===== config.mk =====
export PLATFORM = sky130hd
export DESIGN_NAME = branch_target_buffer_flat
export DESIGN_NICKNAME = d
export VERILOG_FILES = /design/src/rtl/branch_target_buffer_if.sv /design/src/rtl/branch_target_buffer.sv /design/src/flat_wrapper.sv
export SDC_FILE = /design/constraint.sdc
export NUM_CORES = 2
export LEC_CHECK = 0
export CORE_MARGIN = 2
export CORE_UTILIZATION = 40
export CTS_CLUSTER_SIZE = 28
export DETAILED_ROUTE_END_ITERATION = 7
export GPL_ROUTABILITY_DRIVEN = 0
export SYNTH_ARGS = -nofsm -noshare
export SYNTH_HDL_FRONTEND = slang
export SYNTH_SLANG_ARGS = --single-unit
export TNS_END_PERCENT = 30

===== constraint.sdc =====
create_clock -name CLK -period 5.1 [get_ports CLK]
set_input_delay 0.765 -clock CLK [delete_from_list [all_inputs] [get_ports CLK]]
set_output_delay 0.765 -clock CLK [all_outputs]
set_load 0.05 [all_outputs]

===== src/rtl/branch_target_buffer_if.sv =====
// -----------------------------------------------------------------------------
// branch_target_buffer_if
// Signal bundle between the core pipeline and the branch target buffer.
//   master : pipeline side (drives lookup PC and resolved-branch updates,
//            receives the prediction and the performance counters)
//   slave  : branch target buffer side
// Signals:
//   lkup_pc          fetch PC to look up
//   pred_taken       predicted redirect for lkup_pc
//   pred_target      predicted next PC (target on predicted-taken, else PC+4)
//   upd_en           a resolved control-flow instruction is present
//   upd_pc           PC of the resolved instruction
//   upd_taken        actual direction outcome
//   upd_target       actual taken target
//   upd_jump         unconditional jump (always taken)
//   upd_mispredict   pipeline was flushed for this instruction
//   perf_branches    saturating count of resolved control-flow instructions
//   perf_mispredicts saturating count of mispredicted ones
// -----------------------------------------------------------------------------
interface branch_target_buffer_if;
   logic [31:0] lkup_pc;
   logic        pred_taken;
   logic [31:0] pred_target;
   logic        upd_en;
   logic [31:0] upd_pc;
   logic        upd_taken;
   logic [31:0] upd_target;
   logic        upd_jump;
   logic        upd_mispredict;
   logic [31:0] perf_branches;
   logic [31:0] perf_mispredicts;

   modport master (
      output lkup_pc, upd_en, upd_pc, upd_taken, upd_target, upd_jump, upd_mispredict,
      input  pred_taken, pred_target, perf_branches, perf_mispredicts
   );

   modport slave (
      input  lkup_pc, upd_en, upd_pc, upd_taken, upd_target, upd_jump, upd_mispredict,
      output pred_taken, pred_target, perf_branches, perf_mispredicts
   );
endinterface


===== src/rtl/branch_target_buffer.sv =====
// -----------------------------------------------------------------------------
// branch_target_buffer
// Direct-mapped branch target buffer with per-entry saturating direction
// counters. The fetch stage looks up its PC combinationally and gets a
// predicted next PC in the same cycle; the execute/memory stage writes
// resolved outcomes back through the update signals, committed on the
// rising clock edge.
// Ports:
//   CLK   rising-edge clock
//   nRST  asynchronous active-low reset
//   bus   branch_target_buffer_if.slave (lookup, update, perf counters)
// Parameters:
//   ENTRIES  number of entries (power of two, >= 2)
//   CNT_BITS width of each direction counter (>= 1)
//   PERF_EN  1 instantiates the performance counters, 0 ties them to zero
// -----------------------------------------------------------------------------
module branch_target_buffer #(
   parameter int ENTRIES  = 16,
   parameter int CNT_BITS = 2,
   parameter bit PERF_EN  = 1'b1
) (
   input logic                   CLK,
   input logic                   nRST,
   branch_target_buffer_if.slave bus
);

   localparam int IDX   = $clog2(ENTRIES);
   localparam int TAG_W = 30 - IDX;

   localparam logic [CNT_BITS-1:0] CNT_ONE = CNT_BITS'(1);
   localparam logic [CNT_BITS-1:0] CNT_MAX = {CNT_BITS{1'b1}};
   localparam logic [CNT_BITS-1:0] CNT_WT  = CNT_ONE << (CNT_BITS - 1);
   localparam logic [CNT_BITS-1:0] CNT_WN  = CNT_WT - CNT_ONE;

   // Saturating counter helpers
   function automatic logic [CNT_BITS-1:0] sat_inc(input logic [CNT_BITS-1:0] c);
      return (c == CNT_MAX) ? CNT_MAX : c + CNT_ONE;
   endfunction

   function automatic logic [CNT_BITS-1:0] sat_dec(input logic [CNT_BITS-1:0] c);
      return (c == {CNT_BITS{1'b0}}) ? {CNT_BITS{1'b0}} : c - CNT_ONE;
   endfunction

   // Entry storage
   logic                valid_q  [ENTRIES];
   logic [TAG_W-1:0]    tag_q    [ENTRIES];
   logic [31:0]         target_q [ENTRIES];
   logic [CNT_BITS-1:0] cnt_q    [ENTRIES];

   // Lookup path
   logic [IDX-1:0]   lk_idx_s;
   logic [TAG_W-1:0] lk_tag_s;
   logic             lk_hit_s;
   logic             pred_taken_s;

   // Update path
   logic [IDX-1:0]      upd_idx_s;
   logic [TAG_W-1:0]    upd_tag_s;
   logic                upd_hit_s;
   logic                upd_t_s;
   logic                wr_en_s;
   logic [CNT_BITS-1:0] cnt_d;
   logic [31:0]         target_d;

   // PC byte-offset bits never take part in indexing or tagging
   logic unused_s;
   assign unused_s = ^{bus.lkup_pc[1:0], bus.upd_pc[1:0], bus.upd_mispredict};

   assign lk_idx_s  = bus.lkup_pc[IDX+1:2];
   assign lk_tag_s  = bus.lkup_pc[31:IDX+2];
   assign upd_idx_s = bus.upd_pc[IDX+1:2];
   assign upd_tag_s = bus.upd_pc[31:IDX+2];
   assign upd_t_s   = bus.upd_taken | bus.upd_jump;

   // Zero-latency lookup; always reads pre-update state (no write bypass)
   always_comb begin
      lk_hit_s        = valid_q[lk_idx_s] && (tag_q[lk_idx_s] == lk_tag_s);
      pred_taken_s    = lk_hit_s && cnt_q[lk_idx_s][CNT_BITS-1];
      bus.pred_taken  = pred_taken_s;
      if (pred_taken_s) begin
         bus.pred_target = target_q[lk_idx_s];
      end else begin
         bus.pred_target = bus.lkup_pc + 32'd4;
      end
   end

   // Next-state of the entry addressed by the update port
   always_comb begin
      upd_hit_s = valid_q[upd_idx_s] && (tag_q[upd_idx_s] == upd_tag_s);
      wr_en_s   = 1'b0;
      cnt_d     = cnt_q[upd_idx_s];
      target_d  = target_q[upd_idx_s];
      if (!bus.upd_en) begin
         wr_en_s = 1'b0;
      end else if (!upd_hit_s) begin
         // A taken miss allocates over whatever was there; a not-taken miss is dropped
         if (upd_t_s) begin
            wr_en_s  = 1'b1;
            cnt_d    = CNT_WT;
            target_d = bus.upd_target;
         end else begin
            wr_en_s = 1'b0;
         end
      end else if (bus.upd_jump) begin
         wr_en_s  = 1'b1;
         cnt_d    = CNT_MAX;
         target_d = bus.upd_target;
      end else if (upd_t_s) begin
         wr_en_s  = 1'b1;
         cnt_d    = sat_inc(cnt_q[upd_idx_s]);
         target_d = bus.upd_target;
      end else begin
         wr_en_s  = 1'b1;
         cnt_d    = sat_dec(cnt_q[upd_idx_s]);
      end
   end

   // Entry array state register
   always_ff @(posedge CLK or negedge nRST) begin
      if (!nRST) begin
         for (int i = 0; i < ENTRIES; i++) begin
            valid_q[i]  <= 1'b0;
            tag_q[i]    <= {TAG_W{1'b0}};
            target_q[i] <= 32'd0;
            cnt_q[i]    <= CNT_WN;
         end
      end else if (wr_en_s) begin
         valid_q[upd_idx_s]  <= 1'b1;
         tag_q[upd_idx_s]    <= upd_tag_s;
         target_q[upd_idx_s] <= target_d;
         cnt_q[upd_idx_s]    <= cnt_d;
      end
   end

   generate
      if (PERF_EN) begin : g_perf
         logic [31:0] branches_q;
         logic [31:0] mispredicts_q;
         logic [31:0] branches_d;
         logic [31:0] mispredicts_d;

         // Saturating performance counter next-state
         always_comb begin
            branches_d    = branches_q;
            mispredicts_d = mispredicts_q;
            if (bus.upd_en) begin
               if (branches_q != 32'hFFFF_FFFF) begin
                  branches_d = branches_q + 32'd1;
               end else begin
                  branches_d = branches_q;
               end
               if (bus.upd_mispredict && (mispredicts_q != 32'hFFFF_FFFF)) begin
                  mispredicts_d = mispredicts_q + 32'd1;
               end else begin
                  mispredicts_d = mispredicts_q;
               end
            end else begin
               branches_d    = branches_q;
               mispredicts_d = mispredicts_q;
            end
         end

         // Performance counter registers
         always_ff @(posedge CLK or negedge nRST) begin
            if (!nRST) begin
               branches_q    <= 32'd0;
               mispredicts_q <= 32'd0;
            end else begin
               branches_q    <= branches_d;
               mispredicts_q <= mispredicts_d;
            end
         end

         assign bus.perf_branches    = branches_q;
         assign bus.perf_mispredicts = mispredicts_q;
      end else begin : g_no_perf
         assign bus.perf_branches    = 32'd0;
         assign bus.perf_mispredicts = 32'd0;
      end
   endgenerate

endmodule


===== src/flat_wrapper.sv =====
// flat-port wrapper written by rule: the top's interface ports become plain ports
module branch_target_buffer_flat 
#(
   parameter int ENTRIES  = 16,
   parameter int CNT_BITS = 2,
   parameter bit PERF_EN  = 1'b1
)
  (CLK, nRST, bus_lkup_pc, bus_upd_en, bus_upd_pc, bus_upd_taken, bus_upd_target, bus_upd_jump, bus_upd_mispredict, bus_pred_taken, bus_pred_target, bus_perf_branches, bus_perf_mispredicts);
  branch_target_buffer_if bus_i ();
  input logic CLK;
  input logic nRST;
  input wire logic [$bits(bus_i.lkup_pc)-1:0] bus_lkup_pc;
  input wire logic [$bits(bus_i.upd_en)-1:0] bus_upd_en;
  input wire logic [$bits(bus_i.upd_pc)-1:0] bus_upd_pc;
  input wire logic [$bits(bus_i.upd_taken)-1:0] bus_upd_taken;
  input wire logic [$bits(bus_i.upd_target)-1:0] bus_upd_target;
  input wire logic [$bits(bus_i.upd_jump)-1:0] bus_upd_jump;
  input wire logic [$bits(bus_i.upd_mispredict)-1:0] bus_upd_mispredict;
  output wire logic [$bits(bus_i.pred_taken)-1:0] bus_pred_taken;
  output wire logic [$bits(bus_i.pred_target)-1:0] bus_pred_target;
  output wire logic [$bits(bus_i.perf_branches)-1:0] bus_perf_branches;
  output wire logic [$bits(bus_i.perf_mispredicts)-1:0] bus_perf_mispredicts;
  assign bus_i.lkup_pc = bus_lkup_pc;
  assign bus_i.upd_en = bus_upd_en;
  assign bus_i.upd_pc = bus_upd_pc;
  assign bus_i.upd_taken = bus_upd_taken;
  assign bus_i.upd_target = bus_upd_target;
  assign bus_i.upd_jump = bus_upd_jump;
  assign bus_i.upd_mispredict = bus_upd_mispredict;
  assign bus_pred_taken = bus_i.pred_taken;
  assign bus_pred_target = bus_i.pred_target;
  assign bus_perf_branches = bus_i.perf_branches;
  assign bus_perf_mispredicts = bus_i.perf_mispredicts;
  branch_target_buffer #(.ENTRIES(ENTRIES), .CNT_BITS(CNT_BITS), .PERF_EN(PERF_EN)) u_core (.CLK(CLK), .nRST(nRST), .bus(bus_i));
endmodule

==> out/summary.txt <==
Status: finished clean
Slew Limit Fails: 0
Clock root buffer: clkbuf_16
Tmin final: 5020 ps
CP max-delay cell: mux4_2
Area growth syn-to-layout: 20.2%
Worst Skew: 37.3 ps
Nets@finish: 4128
All-Layer GR Usage: 24.9%
H-tree Lvls: 3
Gr ovfl total: 0
Syn Area/Cell: 15.2 µm²
Fin Setup TNS: 0 ps
RSZ-0062 raised after global routing: yes
Reg clk slew, reported paths: 60 ps
Post-synthesis cell type with the largest combined area: dfrtp_1
Synthesized area: 56200 µm²
Latest clock arrival within the worst-skew pair: 760 ps
Die Height: 379 µm
CP Max Fanout: 13
Clk buf depth: 3
Routed len/inst: 29.4 µm
Starting Density: 40.3%
Final Util: 48.4%
Hold Path Class: in -> async
Routed Antenna Nets: 0
Reg2reg path depth: 13
# IOs: 199
Drt via density: 6.00
# placed instances: 5771
Yosys cell types: 62
Die area: 144000 µm²
Router iterations before antenna repair: 7
Total clock buffers created by CTS: 119
CTS tree: done
Critical path cell sequence: buf_16 > bufbuf_16 > mux4_2 > mux4_2 > xnor2_1 > nand4_1 > or3_1 > nor4_2 > buf_4 > buf_12 > mux2_2 > buf_6
Synth top area cells: dfrtp_1 (46%), mux4_2 (21%), mux2_2 (18%)
CP Data Required Time: 4340 ps
CP delay by family, top: multiplexers
Register area share after synthesis: 46.3%
Buffers on Ports: 196
Crit Path Class: in -> out
CORE AREA: 140000 µm²
Setup violators final: 0
Layout cell share with drive strength beyond 1: 51.3%
EDFF count, synth: 0
Critical path's most frequent cell: mux4_2
Worst Path Arrival: 4250 ps
Num rows: 137
Syn_nets: 3803
Dpl hpwl: 120000 µm
Die span in x: 379 µm
First-pass GRT wire length: 260000 µm
Largest stage delay on the critical path: 540 ps
Mapped Cells: 3698
Final WL: 176000 µm
Initial antenna violation count: 16
Fmax: 0.199 GHz
Fill count: 12000
Clk sink count: 1040
Critical Path Stages: 12
Max-cap violation count: 0
Worst Setup Start Kind: primary input
Pleak: 28.5 nW
Slew HR: 14.3%
Slew @ Worst Pin: 1280 ps
Commonest cells post-synth: dfrtp_1 (1024), mux2_2 (914), mux4_2 (526)
Via Count: 36000
Most common cell in the synthesized netlist: dfrtp_1
Critical Path Sink Type: output pin
Vias in the first global route: 36900
Register-to-register setup slack: 920 ps
Antenna diode count: 0
Pwr Density: 400 nW/µm²
Fin. Hold Viols: 0
Largest net degree at the start of global routing: 133
DRC: 0
Peak VDD IR: 0.284 mV
Top cell type's share of synthesized area: 45.6%
Seq cells post-synth: 1040
Synth async-reset ratio: 100%
Top FF cell, synth: dfrtp_1
1st-iter DRT viols: 3001
Final period util: 98.3%
Final Non-Filler Cells: 5996
WP buf/inv: 5
Ys Warns: 0
## cells by family (layout without fill, tap and decap cells)
kind of cell	Yosys count	count (layout)	synth area share (%)
compound gates	176	176	2.18
xor+xnor	144	144	2.24
fa+ha+maj	4	4	0.0846
buf+inv	392	814	3.32
flops	1040	1040	46.3
mux	1605	1605	42.5
simple gates	337	337	3.35
## where the power goes
group / switching, W / internal [W] / total (W)
clock: 0.00366 / 0.00521 / 0.00888
sequential: 0.00144 / 0.0102 / 0.0116
combinational: 0.00274 / 0.00382 / 0.00656
## placed cells by master, fill, tap and decap left out, types with 31 or more instances in the layout
cell / count
clkbuf_8: 31
buf_4: 228
mux2_2: 914
nand3_1: 50
buf_12: 143
xnor2_1: 83
nand2_1: 97
nor2_1: 40
clkbuf_16: 120
mux4_2: 526
mux2_1: 65
dfrtp_1: 1024
clkdlybuf4s50_1: 154
inv_1: 47
nand4_1: 36
mux2i_1: 100
xor2_1: 57
## area by class of cell
type / instances / area (µm²) / area share (%)
well taps: 1876 / 2350 / 3.47
repair buffers: 548 / 6470 / 9.57
inverters: 48 / 180 / 0.267
clock buffers: 174 / 3510 / 5.19
clock inverters: 44 / 567 / 0.839
flip-flops and latches: 1040 / 26000 / 38.5
multi-input cells: 2266 / 28500 / 42.1
## state kept, by name, indices dropped and copies added, names as in the netlist
name and cells:
u_core.bus.perf_branches 32, u_core.tag_q 416, u_core.target_q 512, u_core.bus.perf_mispredicts 32, u_core.valid_q 16, u_core.cnt_q 32
## final timing paths
kind                                    from                  end
min in group CLK            u_core.cnt_q[10]     u_core.cnt_q[10]
setup / recovery              bus_lkup_pc[2]  bus_pred_target[15]
hold reg to reg             u_core.cnt_q[10]     u_core.cnt_q[10]
hold / removal                          nRST     u_core.tag_q[22]
max in group asynchronous               nRST  u_core.target_q[53]
setup reg to reg           u_core.tag_q[116]    u_core.tag_q[320]
## metal layers
metal	routed length, µm	global-route usage (%)	vias to the layer above
li1	-	-	14900
met1	75400	34.5	19500
met2	83100	39.2	1200
met3	11800	5.37	338
met4	5910	7.73	22
met5	130	0	-
## per-stage QoR
step           instance area, µm²  hold slack [ps]  setup slack (ps)  power (W)
5_1_grt                     67600              125             -39.4     0.0282
6_report                    67600              107              84.2     0.0270
3_5_place_dp                63300              472              -259     0.0182
3_3_place_gp                63300              472              -241     0.0180
4_1_cts                     67500             75.6              44.6     0.0272
2_1_floorplan               56300              454              -173     0.0160
## repair_timing
item / CTS / global route
pin swaps: 4 / 1
buffers inserted: 3 / 2
setup endpoints to repair: 33 / 28
cloned: 2 / 0
hold buffers: 0 / 0
gates resized for setup: 9 / 16
(Power assumes the default switching activity.)
